<file path="src/rtl/dma_cmd_arbiter.sv">
`timescale 1ns/1ps
// dma_cmd_arbiter
// Shares the single debug DMA command port between NREQ command sources.
// One owner at a time is picked round-robin. The owner keeps the port from
// command issue until dma_done arrives, or until the done-watchdog gives up.
// Ack, done and error pulses are routed back to the owning requester only.
module dma_cmd_arbiter #(
  parameter int NREQ = 2,
  parameter int CMDW = 64,
  parameter int TOW  = 20
) (
  input  logic                      gclk,
  input  logic                      rst,
  input  logic [NREQ-1:0]           i_req_valid,
  input  logic [NREQ*CMDW-1:0]      i_req_cmd,
  output logic [NREQ-1:0]           o_req_ack,
  output logic [NREQ-1:0]           o_req_done,
  output logic [NREQ-1:0]           o_req_err,
  output logic                      o_dma_cmd_valid,
  output logic [CMDW-1:0]           o_dma_cmd,
  input  logic                      i_dma_cmd_ack,
  input  logic                      i_dma_done,
  output logic [$clog2(NREQ)-1:0]   o_grant_id,
  output logic                      o_busy,
  output logic                      o_timeout_err
);

  localparam int GW = $clog2(NREQ);
  localparam logic [GW:0]     NREQ_W   = (GW+1)'(NREQ);
  localparam logic [GW-1:0]   LAST_ID  = GW'(NREQ - 1);
  localparam logic [NREQ-1:0] ONE_HOT0 = NREQ'(1);
  // The watchdog decides one cycle before its count would reach all-ones,
  // so the owner is released after exactly 2^TOW-1 cycles of waiting.
  localparam logic [TOW-1:0]  WD_LAST  = {{(TOW-1){1'b1}}, 1'b0};

  typedef enum logic [1:0] {
    S_IDLE      = 2'd0,
    S_ISSUE     = 2'd1,
    S_WAIT_DONE = 2'd2
  } state_t;

  state_t            r_state;
  state_t            w_next_state;

  logic [GW-1:0]     r_rr_ptr;
  logic [GW-1:0]     r_grant_id;
  logic [CMDW-1:0]   r_dma_cmd;
  logic              r_dma_cmd_valid;
  logic [NREQ-1:0]   r_req_ack;
  logic [NREQ-1:0]   r_req_done;
  logic [NREQ-1:0]   r_req_err;
  logic              r_timeout_err;
  logic [TOW-1:0]    r_wd_cnt;

  logic [2*NREQ-1:0] w_dbl;
  logic [NREQ-1:0]   w_rot;
  logic [GW-1:0]     w_off;
  logic [GW:0]       w_sum;
  logic [GW-1:0]     w_pick;
  logic              w_found;
  logic [CMDW-1:0]   w_sel_cmd;
  logic [NREQ-1:0]   w_grant_oh;
  logic              w_wd_expire;

  logic              w_load;
  logic              w_dma_cmd_valid_next;
  logic [NREQ-1:0]   w_req_ack_next;
  logic [NREQ-1:0]   w_req_done_next;
  logic [NREQ-1:0]   w_req_err_next;
  logic [GW-1:0]     w_rr_ptr_next;
  logic              w_timeout_set;
  logic [TOW-1:0]    w_wd_cnt_next;

  // Round-robin search: rotate the requests so rr_ptr lands on bit 0, take the
  // lowest set bit, then map the offset back to a requester index modulo NREQ.
  always_comb begin
    w_dbl   = {i_req_valid, i_req_valid};
    w_rot   = NREQ'(w_dbl >> r_rr_ptr);
    w_found = |i_req_valid;
    w_off   = '0;
    for (int i = NREQ - 1; i >= 0; i--) begin
      if (w_rot[i]) begin
        w_off = GW'(i);
      end
    end
    w_sum = {1'b0, r_rr_ptr} + {1'b0, w_off};
    if (w_sum >= NREQ_W) begin
      w_sum = w_sum - NREQ_W;
    end
    w_pick = w_sum[GW-1:0];
  end

  // Select the command slice belonging to the requester about to be granted.
  always_comb begin
    w_sel_cmd = '0;
    for (int i = 0; i < NREQ; i++) begin
      if (w_pick == GW'(i)) begin
        w_sel_cmd = i_req_cmd[i*CMDW +: CMDW];
      end
    end
  end

  assign w_grant_oh  = ONE_HOT0 << r_grant_id;
  assign w_wd_expire = (r_wd_cnt == WD_LAST);

  // State register.
  always_ff @(posedge gclk) begin
    if (rst) begin
      r_state <= S_IDLE;
    end else begin
      r_state <= w_next_state;
    end
  end

  // Next-state logic: done beats the watchdog, and ack+done together skips WAIT_DONE.
  always_comb begin
    w_next_state = r_state;
    case (r_state)
      S_IDLE: begin
        if (w_found) begin
          w_next_state = S_ISSUE;
        end
      end
      S_ISSUE: begin
        if (i_dma_cmd_ack) begin
          w_next_state = i_dma_done ? S_IDLE : S_WAIT_DONE;
        end
      end
      S_WAIT_DONE: begin
        if (i_dma_done || w_wd_expire) begin
          w_next_state = S_IDLE;
        end
      end
      default: begin
        w_next_state = S_IDLE;
      end
    endcase
  end

  // Output logic: next values for the registered command channel, pulses,
  // round-robin pointer and watchdog.
  always_comb begin
    w_load               = 1'b0;
    w_dma_cmd_valid_next = r_dma_cmd_valid;
    w_req_ack_next       = '0;
    w_req_done_next      = '0;
    w_req_err_next       = '0;
    w_rr_ptr_next        = r_rr_ptr;
    w_timeout_set        = 1'b0;
    w_wd_cnt_next        = r_wd_cnt;
    case (r_state)
      S_IDLE: begin
        if (w_found) begin
          w_load               = 1'b1;
          w_dma_cmd_valid_next = 1'b1;
        end
      end
      S_ISSUE: begin
        if (i_dma_cmd_ack) begin
          w_dma_cmd_valid_next = 1'b0;
          w_req_ack_next       = w_grant_oh;
          w_rr_ptr_next        = (r_grant_id == LAST_ID) ? '0 : r_grant_id + 1'b1;
          w_wd_cnt_next        = '0;
          if (i_dma_done) begin
            w_req_done_next = w_grant_oh;
          end
        end
      end
      S_WAIT_DONE: begin
        w_wd_cnt_next = r_wd_cnt + 1'b1;
        if (i_dma_done) begin
          w_req_done_next = w_grant_oh;
        end else if (w_wd_expire) begin
          w_req_done_next = w_grant_oh;
          w_req_err_next  = w_grant_oh;
          w_timeout_set   = 1'b1;
        end
      end
      default: begin
        w_dma_cmd_valid_next = 1'b0;
      end
    endcase
  end

  // Datapath registers: the granted command is latched once so a requester
  // that drops its request early still gets a stable, complete transaction.
  always_ff @(posedge gclk) begin
    if (rst) begin
      r_rr_ptr        <= '0;
      r_grant_id      <= '0;
      r_dma_cmd       <= '0;
      r_dma_cmd_valid <= 1'b0;
      r_req_ack       <= '0;
      r_req_done      <= '0;
      r_req_err       <= '0;
      r_timeout_err   <= 1'b0;
      r_wd_cnt        <= '0;
    end else begin
      if (w_load) begin
        r_grant_id <= w_pick;
        r_dma_cmd  <= w_sel_cmd;
      end
      r_rr_ptr        <= w_rr_ptr_next;
      r_dma_cmd_valid <= w_dma_cmd_valid_next;
      r_req_ack       <= w_req_ack_next;
      r_req_done      <= w_req_done_next;
      r_req_err       <= w_req_err_next;
      r_timeout_err   <= r_timeout_err | w_timeout_set;
      r_wd_cnt        <= w_wd_cnt_next;
    end
  end

  assign o_req_ack       = r_req_ack;
  assign o_req_done      = r_req_done;
  assign o_req_err       = r_req_err;
  assign o_dma_cmd_valid = r_dma_cmd_valid;
  assign o_dma_cmd       = r_dma_cmd;
  assign o_grant_id      = r_grant_id;
  assign o_busy          = (r_state != S_IDLE);
  assign o_timeout_err   = r_timeout_err;

endmodule
</file>
<file path="config.mk">
export PLATFORM = sky130hd
export DESIGN_NAME = dma_cmd_arbiter
export DESIGN_NICKNAME = d
export VERILOG_FILES = /design/src/rtl/dma_cmd_arbiter.sv
export SDC_FILE = /design/constraint.sdc
export NUM_CORES = 1
export LEC_CHECK = 0
export BUFFER_PORTS_ARGS = -buffer_cell sky130_fd_sc_hd__buf_2
export CAP_MARGIN = 20
export CORE_MARGIN = 2
export CORE_UTILIZATION = 42
export CTS_CLUSTER_SIZE = 28
export DETAILED_ROUTE_END_ITERATION = 16
export PLACE_DENSITY = 0.77
export SKIP_LAST_GASP = 1
export SLEW_MARGIN = 20
export SYNTH_ARGS = -nofsm -noshare
export SYNTH_HDL_FRONTEND = slang
export SYNTH_SLANG_ARGS = --single-unit
</file>
<file path="constraint.sdc">
create_clock -name gclk -period 1.7 [get_ports gclk]
set_input_delay 0.34 -clock gclk [delete_from_list [all_inputs] [get_ports gclk]]
set_output_delay 0.34 -clock gclk [all_outputs]
set_load 0.03 [all_outputs]
</file>
# [Word-level counts from Yosys, hierarchy flattened]
# Cells that the tools add are included.
[word_totals] regBits=96 input_bits=134 out_inout_bits=74 elab_cells=63
[op_classes] addsub=4 n_lt_le_gt_ge=1 eq_ne=6 shifts=2 mux=25 n_bitwise=4 reduce_logical=11
[op_table] operator="$mux 64" n=1
[op_table] operator="$pmux 20 s2" n=1
[op_table] operator="$add 20x1->20 const B" n=1
[op_table] operator="$eq 20x20->1 const B" n=1
[op_table] operator="$mux 20" n=1
[op_table] operator="$mux 2" n=8
[op_table] operator="$mux 1" n=11
[op_table] operator="$ne 2x2->1 const B" n=3
[op_table] operator="$pmux 2 s3" n=1
[op_table] operator="$reduce_and 3->1" n=2
[op_table] operator="$reduce_or 3->1" n=2
[op_table] operator="$pmux 2 s2" n=1
[op_table] operator="$reduce_and 2->1" n=2
[op_table] operator="$reduce_bool 2->1" n=2
[op_table] operator="$shr 4x1->2" n=1
[op_table] operator="$not 1->1" n=3
[op_table] operator="$pmux 1 s3" n=1
[op_table] operator="$add 1x1->2" n=1
[op_table] operator="$eq 2x1->1 const B" n=1
[op_table] operator="$eq 2x2->1 const B" n=1
[op_table] operator="$ge 2x2->1 const B" n=1
[op_table] operator="$logic_not 2->1" n=1
[op_table] operator="$reduce_or 2->1" n=1
[op_table] operator="$shl 1x1->2 const A" n=1
[op_table] operator="other kinds (4)" n=4

# [Logic depth before layout (Yosys ltp)]
[depth] word_depth=7 depth_mapped=8 depth_no_buf=7

# [Least setup slack after synthesis]
# Ideal clock, no wire load.
[synth_timing] path_kind="register to register" startpoint="reg r_state[0]" endpoint="reg r_wd_cnt[7]" setup_ns=0.131 arrival_ns=1.617 required_ns=1.569 path_slack_ns=-0.048 stages_incl_launch_ff=9 n_path_buf=1 period_less_slack_ns=1.748 cell_sequence="dfxtp_1 inv_1 ha_1 buf_2 mux2i_2 nor3_4 and4_2 xnor2_1 nor2_1"
[synth_between] elab_chain_len=3 elab_cells_between_ends=6 classes_between="eq/ne: 3; mux: 1; reduce/logical: 2"
[synth_rtl] item="start: declaration" line="42" source="state_t r_state;"
[synth_rtl] item="start signal: assignment" line="111" source="r_state <= w_next_state;"
[synth_rtl] item="$eq 2x1->1 / $eq 2x2->1 (equally long branches)" line="151" source="case (r_state)"
[synth_rtl] item="$ne 2x2->1 (no line) / $reduce_bool 2->1 (equally long branches)"
[synth_rtl] item="$reduce_and 2->1 (no line)"
[synth_rtl] item="end signal: assignment" line="209" source="r_wd_cnt <= w_wd_cnt_next;"
[synth_rtl] item="end: declaration" line="53" source="logic [TOW-1:0] r_wd_cnt;"
# Parallel ways exist; a longest one is shown, timed or not.
# A chain may end at the register's enable or synchronous reset.

# [Worst setup path in the final report]
[layout_timing] startpoint="reg r_state[1]" endpoint="reg r_dma_cmd[23] (netlist: o_dma_cmd[23])"
[layout_between] elab_chain_len=2
[layout_rtl] item="$logic_not 2->1" line="151"
[layout_rtl] item="$mux 1" line="151"
[layout_rtl] item="end signal: assignment" line="201" source="r_dma_cmd <= w_sel_cmd;"
[layout_rtl] item="end: declaration" line="47" source="logic [CMDW-1:0] r_dma_cmd;"
# No other way between the ends.

==> results.tsv <==
stage	metric	value	unit
synth	syn nets	587	
clock_network	CTS Buf Count	9	
clock_network	TritonCTS clock tree	yes	
synth	post-synth top area share	45.3	%
critical_path	required time of the critical path	1.97	ns
floorplanning	Die Area	0.0109	mm2
synth	Avg Inst Size Synth	9.47	um2
sta	Final min period	1.64	ns
detailed_routing	DR vias/cell	4.99	
layout	P&R area growth vs syn	39.7	%
min_path	HP Class	in2reg	
layout	Layout Nets	808	
clock_network	CTS Hold Bufs	0	
layout	fillcell total	865	
detailed_routing	Vias	4015	
detailed_routing	DRT iter0 DRCs	90	
power	Leak Pwr	2.79	nW
min_path	Hold Startpoint	i_req_valid[1]	
floorplanning	Die Ht	104	um
critical_path	Crit path arrival time	1.91	ns
synth	Ys Warns	0	
synth	Synth area leaders	dfxtp_1 45%, mux2i_1 16%, a211oi_1 11%, nor2_1 8.5%, xor2_1 2.9%	
sta	worst slew pin tran	0.487	ns
power	Total Power Consumption	6.48	mW
sta	Final setup viols	0	
outcome	status	finished clean	
critical_path	CP Capture Type	flip-flop	
synth	Main synth FF type	dfxtp_1	
floorplanning	std cell rows	36	
sta	final hold viol count	0	
layout	layout cells sized above 1	41.1	%
clock_network	Clock Sinks	96	
synth	area leader, netlist	dfxtp_1	
global_routing	vias in the first global route	3991	
sta	Final Slew Violations	0	
global_routing	Overflow after GRT	0	
critical_path	crit path max fanout	14	
detailed_routing	final wirelength	11900	um
synth	Post-synth ARST share	0	%
synth	Mapped Area	0.00424	mm2
global_routing	largest net degree at the start of global routing	45	
critical_path	CP Launch Type	flip-flop	
critical_path	CP max-delay cell	dfxtp_2	
sta	worst rel slew slack	67.5	%
synth	Post-Synthesis Cells	448	
global_routing	initial antenna violation count	0	
clock_network	worst skew pair latency	0.36	ns
detailed_routing	DRT antenna net count	0	
flow_run	maxcap violations	0	
sta	Max Freq	0.610	GHz
synth	Netlist cell types	35	
detailed_routing	Avg WL per Cell	14.7	um
sta	hold slack	0.306	ns
sta	RSZ-0062 raised after global routing	yes	
power	PwrDens	1090	mW/mm2
synth	Seq/Total Area, Yosys	45.3	%
detailed_routing	DRC	0	
detailed_routing	drt pass-1 iters	4	
floorplanning	Starting Density	43.4	%
sta	Fin Clk Skew	0.00930	ns
min_path	Hold Path Cell Cnt	3	
layout	commonest cells after routing, fill and taps aside	206 x buf_2, 95 x nor2_1, 94 x dfxtp_1	
min_path	hold endpoint	o_grant_id	
layout	ANT cells	0	
floorplanning	Die X	104	um
placed_design	detailed placer's ending HPWL	8920	um
global_routing	GRT Util Overall	21.0	%
critical_path	cell chain of the critical path	inv_2 > buf_4 > ha_4 > inv_2 > nor2_4 > clkbuf_16 > buf_4 > clkbuf_16 > a211oi_2	
global_routing	first-pass GRT wire length	18600	um
clock_network	# H-tree levels	3	
power	peak supply drop	0.000497	V
clock_network	Max clock buf depth	2	
floorplanning	io pins	208	
critical_path	r2r startpoint	r_state[1]	
clock_network	Root Buffer	clkbuf_8	
sta	Setup TNS	0	ns
critical_path	Max stage delay on crit path	0.34	ns
placed_design	area post-placement	0.00556	mm2
layout	commonest non-fill, non-tap cell in the layout	buf_2	
placed_design	PortBufs	207	
critical_path	FF-to-FF End	o_dma_cmd[23]	
clock_network	clock-pin slew on the worst setup and hold paths	0.09	ns
critical_path	reg-to-reg slack, setup	0.06	ns
critical_path	Crit Path Class	reg2reg	
layout	Final Util	60.6	%
layout	post-route cell area	0.00593	mm2
placed_design	GPL Wtd Cong	0.822	
floorplanning	Placeable Area	0.00977	mm2
critical_path	worst r2r path cells	9	
synth	Seq cells post-synth	96	
sta	fin crit share	96.4	%
synth	Post-synth EDFFs	0	
kinds of logic (layout without fill, tap and decap cells):
| kind of cell | after synthesis | after routing | share of synthesized area, % |
|---|---|---|---|
| AND/OR/NAND/NOR | 140 | 140 | 15.1 |
| flip-flops | 96 | 96 | 45.3 |
| AO/OA/AOI/OAI | 82 | 82 | 14.0 |
| multiplexers | 68 | 68 | 16.1 |
| buffers and inverters | 40 | 264 | 4.45 |
| XOR/XNOR | 16 | 16 | 3.30 |
| adder cells (fa/ha/maj) | 6 | 6 | 1.71 |
where the power goes:
group          total (mW)  switching (mW)  internal [mW]
sequential           2.70           0.150           2.55
clock                1.29           0.731          0.557
combinational        2.49            1.49           1.00
flip-flops by register name, summed over array words and instances, names as in the netlist:
name             flops
o_dma_cmd_valid      1
r_rr_ptr             1
r_wd_cnt            20
o_req_ack            2
o_dma_cmd           64
r_state              2
o_req_err            2
o_grant_id           1
o_timeout_err        1
o_req_done           2
layer usage:
layer	part of all wire [%]	global-route usage, %	vias to the layer above
met4	1.8	8.30	0
met3	4.9	3.76	15
met2	53	39.7	138
met1	40	23.1	1830
li1	-	-	2032
met5	0	0	-
synthesized netlist by cell type, types with 6 or more instances:
master and count:
nor2_1 96, dfxtp_1 96, mux2i_1 67, nand3_1 8, xor2_1 14, buf_2 7
a211oi_1 64, clkbuf_1 18, a21oi_1 6, nand2_1 9, buf_4 8, inv_1 7
final cells by class:
type                            count  area (um2)  share of cell area (%)
Clock buffer                       13         149                    2.51
Clock inverter                      1        5.00                  0.0844
Inverter                            7        26.3                   0.443
Multi-Input combinational cell    312        2210                    37.3
Sequential cell                    96        1920                    32.5
Tap cell                          133         166                    2.81
Timing Repair Buffer              243        1450                    24.4
critical path, delay by kind of cell (launching register included):
kind / cells / cell delay (ns)
and+or+nand+nor: 1 / 0.07
buffers and inverters: 6 / 0.76
AOI/OAI and AO/OA: 1 / 0.21
adders and majority gates: 1 / 0.16
DFF: 1 / 0.34
worst max path at each step:
| stage | from | endpoint | slack, ns | cells after the start |
|---|---|---|---|---|
| after floorplan | r_state[0] | o_dma_cmd[0] | -0.02 | 7 |
| after detailed placement | r_state[1] | r_wd_cnt[7] | -0.06 | 7 |
| after CTS | r_state[1] | o_busy | 0.001 | 5 |
| after global routing | r_state[1] | r_wd_cnt[18] | -0.04 | 8 |
| after global placement | r_state[1] | r_wd_cnt[7] | 0.009 | 7 |
| final | r_state[1] | o_dma_cmd[23] | 0.06 | 9 |
per-stage QoR:
step | instances | worst slack [ns]
after CTS | 798 | 0.00146
after global routing | 805 | -0.0367
after global placement | 781 | 0.00867
after floorplan | 448 | -0.0160
final | 805 | 0.0612
after detailed placement | 781 | -0.0578
what timing repair did:
| action | 4_1_cts | 5_1_grt |
|---|---|---|
| buffers inserted | 2 | 6 |
| resized for setup | 5 | 16 |
| gates cloned | 1 | 2 |
| setup endpoints to repair | 17 | 51 |
| pin swaps | 2 | 4 |
(Power assumes the default switching activity.)
